===== config.mk =====
export PLATFORM = sky130hd
export DESIGN_NAME = set_query_sched
export DESIGN_NICKNAME = d
export VERILOG_FILES = /design/src/rtl/set_query_sched.sv
export SDC_FILE = /design/constraint.sdc
export NUM_CORES = 1
export LEC_CHECK = 0
export BUFFER_PORTS_ARGS = -buffer_cell sky130_fd_sc_hd__buf_2
export CORE_ASPECT_RATIO = 1.25
export CORE_MARGIN = 3
export CORE_UTILIZATION = 57
export DETAILED_ROUTE_END_ITERATION = 8
export GPL_ROUTABILITY_DRIVEN = 0
export GPL_TIMING_DRIVEN = 0
export PLACE_DENSITY = 0.85
export REMOVE_ABC_BUFFERS = 1
export SYNTH_ARGS = -nofsm -noshare
export SYNTH_HDL_FRONTEND = slang
export SYNTH_SLANG_ARGS = --single-unit

===== constraint.sdc =====
create_clock -name clk -period 3.12 [get_ports clk]
set_input_delay 0.156 -clock clk [delete_from_list [all_inputs] [get_ports clk]]
set_output_delay 0.156 -clock clk [all_outputs]
set_load 0.05 [all_outputs]

===== src/rtl/set_query_sched.sv =====
`default_nettype none
// set_query_sched (rev 1.0): FIFO-buffered query scheduler feeding a single SET engine.
// Optional macro SET_TIMEOUT_EN: a WAIT lasting 256 cycles returns res_count=8'hFF, res_err=1.
module set_query_sched #(
  parameter int DEPTH = 4,
  parameter int TAG_W = 4
) (
  input  logic             clk,
  input  logic             rst,
  input  logic             in_valid,
  output logic             in_ready,
  input  logic [23:0]      in_central,
  input  logic [11:0]      in_radius,
  input  logic [1:0]       in_mode,
  output logic             set_en,
  output logic [23:0]      set_central,
  output logic [11:0]      set_radius,
  output logic [1:0]       set_mode,
  input  logic             set_busy,
  input  logic             set_valid,
  input  logic [7:0]       set_candidate,
  output logic             res_valid,
  input  logic             res_ready,
  output logic [7:0]       res_count,
  output logic [TAG_W-1:0] res_tag,
  output logic             res_err
);

  localparam int AW = $clog2(DEPTH);
  localparam int EW = TAG_W + 38;
  localparam logic [AW:0] FULL_CNT = (AW+1)'(DEPTH);

  typedef enum logic [1:0] {
    IDLE  = 2'd0,
    ISSUE = 2'd1,
    WAIT  = 2'd2,
    RESP  = 2'd3
  } state_t;

  state_t state_q, state_d;

  logic [EW-1:0]    mem_q [DEPTH];
  logic [AW-1:0]    wr_ptr_q, rd_ptr_q;
  logic [AW:0]      cnt_q;
  logic [TAG_W-1:0] tag_ctr_q, cur_tag_q, res_tag_q;
  logic [23:0]      central_q;
  logic [11:0]      radius_q;
  logic [1:0]       mode_q;
  logic [7:0]       res_count_q;
  logic             push, pop, capture, timeout, fifo_empty;
  logic [EW-1:0]    head;

  assign in_ready    = (cnt_q != FULL_CNT);
  assign fifo_empty  = (cnt_q == '0);
  assign push        = in_valid & in_ready;
  assign head        = mem_q[rd_ptr_q];

  assign set_central = central_q;
  assign set_radius  = radius_q;
  assign set_mode    = mode_q;
  assign res_valid   = (state_q == RESP);
  assign res_count   = res_count_q;
  assign res_tag     = res_tag_q;

`ifdef SET_TIMEOUT_EN
  logic [7:0] wait_cnt_q;
  logic       res_err_q;

  // wait_cnt_q == 255 marks the 256th WAIT cycle; a same-cycle set_valid still wins.
  assign timeout = (state_q == WAIT) && !set_valid && (wait_cnt_q == 8'hFF);
  assign res_err = res_err_q;

  always_ff @(posedge clk) begin
    if (rst) begin
      wait_cnt_q <= '0;
      res_err_q  <= 1'b0;
    end else begin
      if (set_en)
        wait_cnt_q <= '0;
      else if (state_q == WAIT)
        wait_cnt_q <= wait_cnt_q + 8'd1;
      if (capture)
        res_err_q <= 1'b0;
      else if (timeout)
        res_err_q <= 1'b1;
    end
  end
`else
  assign timeout = 1'b0;
  assign res_err = 1'b0;
`endif

  always_comb begin
    state_d = state_q;
    pop     = 1'b0;
    capture = 1'b0;
    set_en  = 1'b0;
    case (state_q)
      IDLE: begin
        if (!fifo_empty) begin
          state_d = ISSUE;
          pop     = 1'b1;
        end
      end
      ISSUE: begin
        if (!set_busy) begin
          set_en  = 1'b1;
          state_d = WAIT;
        end
      end
      WAIT: begin
        if (set_valid) begin
          capture = 1'b1;
          state_d = RESP;
        end else if (timeout) begin
          state_d = RESP;
        end
      end
      RESP: begin
        if (res_ready) begin
          if (!fifo_empty) begin
            state_d = ISSUE;
            pop     = 1'b1;
          end else begin
            state_d = IDLE;
          end
        end
      end
      default: state_d = IDLE;
    endcase
  end

  // Storage needs no reset: occupancy alone decides which entries are live.
  always_ff @(posedge clk) begin
    if (push)
      mem_q[wr_ptr_q] <= {tag_ctr_q, in_mode, in_radius, in_central};
  end

  always_ff @(posedge clk) begin
    if (rst) begin
      state_q     <= IDLE;
      wr_ptr_q    <= '0;
      rd_ptr_q    <= '0;
      cnt_q       <= '0;
      tag_ctr_q   <= '0;
      cur_tag_q   <= '0;
      central_q   <= '0;
      radius_q    <= '0;
      mode_q      <= '0;
      res_count_q <= '0;
      res_tag_q   <= '0;
    end else begin
      state_q <= state_d;
      if (push) begin
        wr_ptr_q  <= wr_ptr_q + AW'(1);
        tag_ctr_q <= tag_ctr_q + TAG_W'(1);
      end
      // Operands stay put from the pop until the next pop, covering the whole engine run.
      if (pop) begin
        rd_ptr_q <= rd_ptr_q + AW'(1);
        {cur_tag_q, mode_q, radius_q, central_q} <= head;
      end
      if (push && !pop)
        cnt_q <= cnt_q + (AW+1)'(1);
      else if (pop && !push)
        cnt_q <= cnt_q - (AW+1)'(1);
      if (capture || timeout) begin
        res_count_q <= capture ? set_candidate : 8'hFF;
        res_tag_q   <= cur_tag_q;
      end
    end
  end

endmodule
`default_nettype wire

======== After elaboration in Yosys (flattened, before gate mapping) ========
Memories as Yosys holds them, arrays and structs flattened. A register that Yosys moved wholly into a read port is not among the register bits.
Cells that the tools add are included.
word-level totals
  register bits after elaboration ......... 25
  bits in latches ......................... 0
  RAM bits ................................ 168
  memory bits (read-only) ................. 0
  input bits .............................. 52
  output and inout bits ................... 54
  word-level logic and storage cells ...... 47
  memories ................................ 1
memory list
  name   words  width  read ports  clocked after Yosys merged registers in  write ports  line  source
  mem_q  4      42     1           1                                        1            42    logic [EW-1:0] mem_q [DEPTH];
cells by class
  $add $sub $neg .......................... 5
  $mul .................................... 0
  divide/modulo/power cells ............... 0
  order comparisons ....................... 0
  equality and inequality tests ........... 8
  shift operators ......................... 0
  muxes and demuxes ....................... 17
  bitwise logic cells ..................... 1
  reductions and logical operators ........ 8
operators by type and width
  kind                   number
  $mux W1                9
  $mux W2                4
  $pmux W2 S4            1
  $mux W3                2
  $ne A2 B2 Y1 const B   3
  $add A2 B1 Y2 const B  2
  $add A4 B1 Y4 const B  1
  $eq A2 B2 Y1 const B   2
  $reduce_and A4 Y1      1
  $add A3 B1 Y3 const B  1
  $logic_not A3 Y1       1
  $ne A3 B3 Y1 const B   1
  $sub A3 B1 Y3 const B  1
  $eq A2 B1 Y1 const B   1
  $logic_and A1 B1 Y1    2
  $logic_not A1 Y1       2
  $logic_not A2 Y1       1
  $ne A2 B1 Y1 const B   1
  $pmux W1 S2            1
  $reduce_bool A2 Y1     1
  $and A1 B1 Y1          1

======== Longest topological paths before layout ========
  word-level depth ........................ 7
  depth in mapped cells ................... 12
  gate-level depth less buffers ........... 11

======== Least setup slack after synthesis ========
Ideal clock, no wire load.
  path type ............................... reg-to-reg
  from .................................... reg state_q[0]
  to ...................................... reg cnt_q[2]
  library setup time ...................... 0.070 ns
  arrival time ............................ 2.612 ns
  required time ........................... 3.050 ns
  slack ................................... 0.437 ns
  stages on the path, launching flop included .. 12
  path buffers ............................ 1
  clock period less this slack ............ 2.683 ns
  cells stage by stage .................... dfxtp_1 ha_1 a21oi_1 nor3_4 inv_2 buf_2 ha_1 inv_1 fa_1 xor2_1 or3_1 a21oi_1
on the way
  word-level cells in the longest chain between the ends .. 5
  elaborated cells between the ends (all ways) .. 8
  those cells by class .................... 1 x eq/ne; 2 x mux; 5 x reduce/logical
ends and longest elaborated chain
  element                                        line  source
  start: declaration                             40    state_t state_q, state_d;
  start signal: assignment                       153   state_q <= state_d;
  $eq A2 B2 Y1 (*)                               -
  via res_valid                                  22    output logic res_valid,
  $pmux W1 S2 (*)                                98    case (state_q)
  $logic_not A1 Y1                               163   if (push && !pop)
  $logic_and A1 B1 Y1                            163
  $mux W3 or $reduce_bool A2 Y1 (tied branches)  -
  end signal: assignment                         164   cnt_q <= cnt_q + (AW+1)'(1);
  end signal: assignment                         166   cnt_q <= cnt_q - (AW+1)'(1);
  end: declaration                               44    logic [AW:0] cnt_q;
The timed path passes the listed nets; every way through them passes the cells marked *.
A chain may end at the register's enable or synchronous reset.

======== Worst setup path after layout ========
  from .................................... reg state_q[1]
  to ...................................... reg cnt_q[2]
on the way
  word-level cells in the longest chain between the ends .. 5
  elaborated cells between the ends (all ways) .. 8
  those cells by class .................... 1 x eq/ne; 2 x mux; 5 x reduce/logical
ends and longest elaborated chain
  element                                           line
  $eq A2 B2 Y1 or $logic_not A2 Y1 (tied branches)  98
  $pmux W1 S2 (*)                                   98
  $logic_not A1 Y1                                  163
  $logic_and A1 B1 Y1                               163
  $mux W3 or $reduce_bool A2 Y1 (tied branches)     -
Mark *: on every way between the ends. The rest lies on a longest branch, timed or not.

==> reports/qor.yml <==
ys_async_sr_fraction_pct: 0
setup_viol: 0
reg2reg_depth: 12
ctsLongestPathBuffers: 3
grt_overflow_total: 0
num_rows: 49
wl_per_cell_um: 19.5
antenna_cells: 0
critical_path_required_ps: 3540
ant_nets: 0
worstHoldPathType: "primary input to flop"
grt_antenna_before_repair: 0
drt_first_pass_iters: 5
drive_above_1_share_pct: 28.1
hp-start: "in_valid"
htree_levels: 1
path_max_fanout: 43
cp.depth: 12
grt.total_usage_pct: 21.2
synthTopCellsByArea: "edfxtp_1 58%, dfxtp_1 15%, mux4_2 11%"
cp_slowest_cell: "dfxtp_1"
die_area_um2: 16800
synth_warnings: 0
drv_slew: 0
cts_root_buf: "clkbuf_16"
rsz0062_at_grt: "no"
crit_type: "flop to flop"
vdd_drop_max_mv: 0.790
r2r_start: "state_q[1]"
cts_tree: "yes"
fin_nets: 762
tns_ps: 0
synth_top_area_share_pct: 57.9
relSlewSlack_pct: 39.7
fmax_mhz: 348
io_pins: 106
start_util_pct: 59.5
fp.dieH_um: 144
grt_pass1_wl_mm: 27.5
critPathMaxStageDelay_ps: 420
layout_min_cycle_time_ps: 2870
area_delta_synth_final_pct: 22.8
cp-end-kind: "flop"
ys_ff_latch: 235
synth_area_per_cell_um2: 16.0
p_per_area_nw_per_um2: 904
ys_types: 35
finalWirelength_mm: 17.4
die_w_um: 117
status: "completed"
hpwlAfterDp_mm: 9.92
vias: 5028
crit_chain: "inv_1 -> ha_1 -> a21oi_2 -> nor3_4 -> buf_8 -> inv_8 -> ha_1 -> inv_1 -> fa_1 -> xor2_1 -> or3_1 -> a21oi_1"
synth.cell_area_um2: 8710
crit_arrival_ps: 3290
n_fill_cell: 903
min_path_cells: 4
min_period_over_period_pct: 92.1
synth_edf_count: 168
core_um2: 14700
io_buffers: 104
critPathBufInv: 4
worstSkewPairLatency_ps: 500
worstSetupStartpoint: "state_q[1]"
finClkSkew_ps: 11.1
drt_iter0_markers: 313
synth_top_area_cell: "edfxtp_1"
clock_sinks: 235
grt_pass1_vias: 5362
startpoint_type: "flop"
crit_family: "adder cells"
netlist_instances: 545
synth_top_flop_cell: "edfxtp_1"
cts_made_buffers: 22
worst_pin_slew_ps: 905
hold_viol: 0
cap_violations: 0
cts.clk_slew.worst_paths_ps: 60
hold-worst-slack_ps: 76.5
p_leak_nw: 3.86
vias_per_cell: 5.64
grt_max_degree: 69
ys_seq_area_share_pct: 73.3
drc: 0
## stage by stage
stage / worst slack (ps) / power [mW] / utilization [%] / std cells / instance area, um^2
final: 247 / 9.67 / 73.0 / 891 / 10700
after global routing: 104 / 10.1 / 73.0 / 891 / 10700
after CTS: 21.6 / 9.73 / 72.8 / 889 / 10700
after detailed placement: -420 / 6.95 / 64.5 / 804 / 9450
after global placement: -1480 / 6.75 / 63.5 / 797 / 9300
after floorplan: -409 / 6.10 / - / 515 / 8560
## synthesized netlist by cell type, drive strengths merged, types with 4 or more instances
library cell  count
dfxtp            67
nor2             11
xnor2             4
edfxtp          168
nand2           113
a21oi            58
buf              15
xor2              4
mux4             42
clkbuf           15
ha               11
inv               7
and3              6
## sequential cells by signal, indices dropped and copies added, names as in the netlist
name / flops
set_central: 24
state_q: 2
cnt_q: 3
res_count: 8
set_mode: 2
cur_tag_q: 4
set_radius: 12
res_tag: 4
mem_q: 168
tag_ctr_q: 4
wr_ptr_q: 2
rd_ptr_q: 2
## path summary, 6_finish.rpt
check,slack (ps),to
worst min-delay path,80,tag_ctr_q[3]
worst min register to register,450,set_central[21]
worst max-delay path,250,cnt_q[2]
worst max register to register,250,cnt_q[2]
## logic make-up after synthesis
group                    Yosys count  share of synthesized area (%)
buffers and inverters             37                           2.11
other                              1                         0.0430
flip-flops                       235                           73.3
AND/OR/NAND/NOR                  146                           7.17
XOR/XNOR                           8                          0.804
adder cells (fa/ha/maj)           12                           1.81
AO/OA/AOI/OAI                     61                           3.58
multiplexers                      45                           11.2
## placed cells by master, fill, tap and decap left out, types with 8 or more instances in the layout
cell | Yosys | layout
clkbuf_8 | 0 | 8
clkbuf_16 | 0 | 23
edfxtp_1 | 168 | 168
a21oi_1 | 58 | 57
buf_2 | 6 | 104
nand2_1 | 113 | 113
nor2_1 | 11 | 11
dlygate4sd3_1 | 0 | 46
dfxtp_1 | 67 | 65
ha_1 | 11 | 11
mux4_2 | 42 | 42
## cell type report
cell class	instances	area [um^2]	area share, %
flip-flops and latches	235	6390	59.7
multi-input cells	273	2150	20.1
repair buffers	159	1150	10.8
clock buffers	36	704	6.58
well taps	178	223	2.08
clock inverters	3	42.5	0.398
inverters	7	33.8	0.316
## routing by layer
metal / track usage (%) / up-vias / routed length [um]
li1: - / 2324 / -
met1: 25.7 / 2510 / 6720
met2: 39.3 / 167 / 9480
met3: 3.14 / 27 / 890
met4: 6.22 / 0 / 309
met5: 0 / - / 0
## worst register-to-register path, cell delays in order (launching register included)
cell and delay, ps:
dfxtp_1 420, inv_1 120, ha_1 240, a21oi_2 200, nor3_4 80, buf_8 170, inv_8 250, ha_1 260
inv_1 60, fa_1 370, xor2_1 170, or3_1 300, a21oi_1 150
## power breakdown
part	total, mW	switching [mW]	internal, mW
clock	2.69	1.07	1.62
combinational	2.81	1.85	0.960
sequential	4.17	0.323	3.85
## repair_timing
item	4_1_cts	5_1_grt
endpoints found under the setup margin	2	2
pin swaps	0	1
gates resized for setup	3	1
hold buffers	46	0
hold endpoints to repair	160	0
setup buffers	0	1
Note: power is estimated with default switching activity, not from simulation.
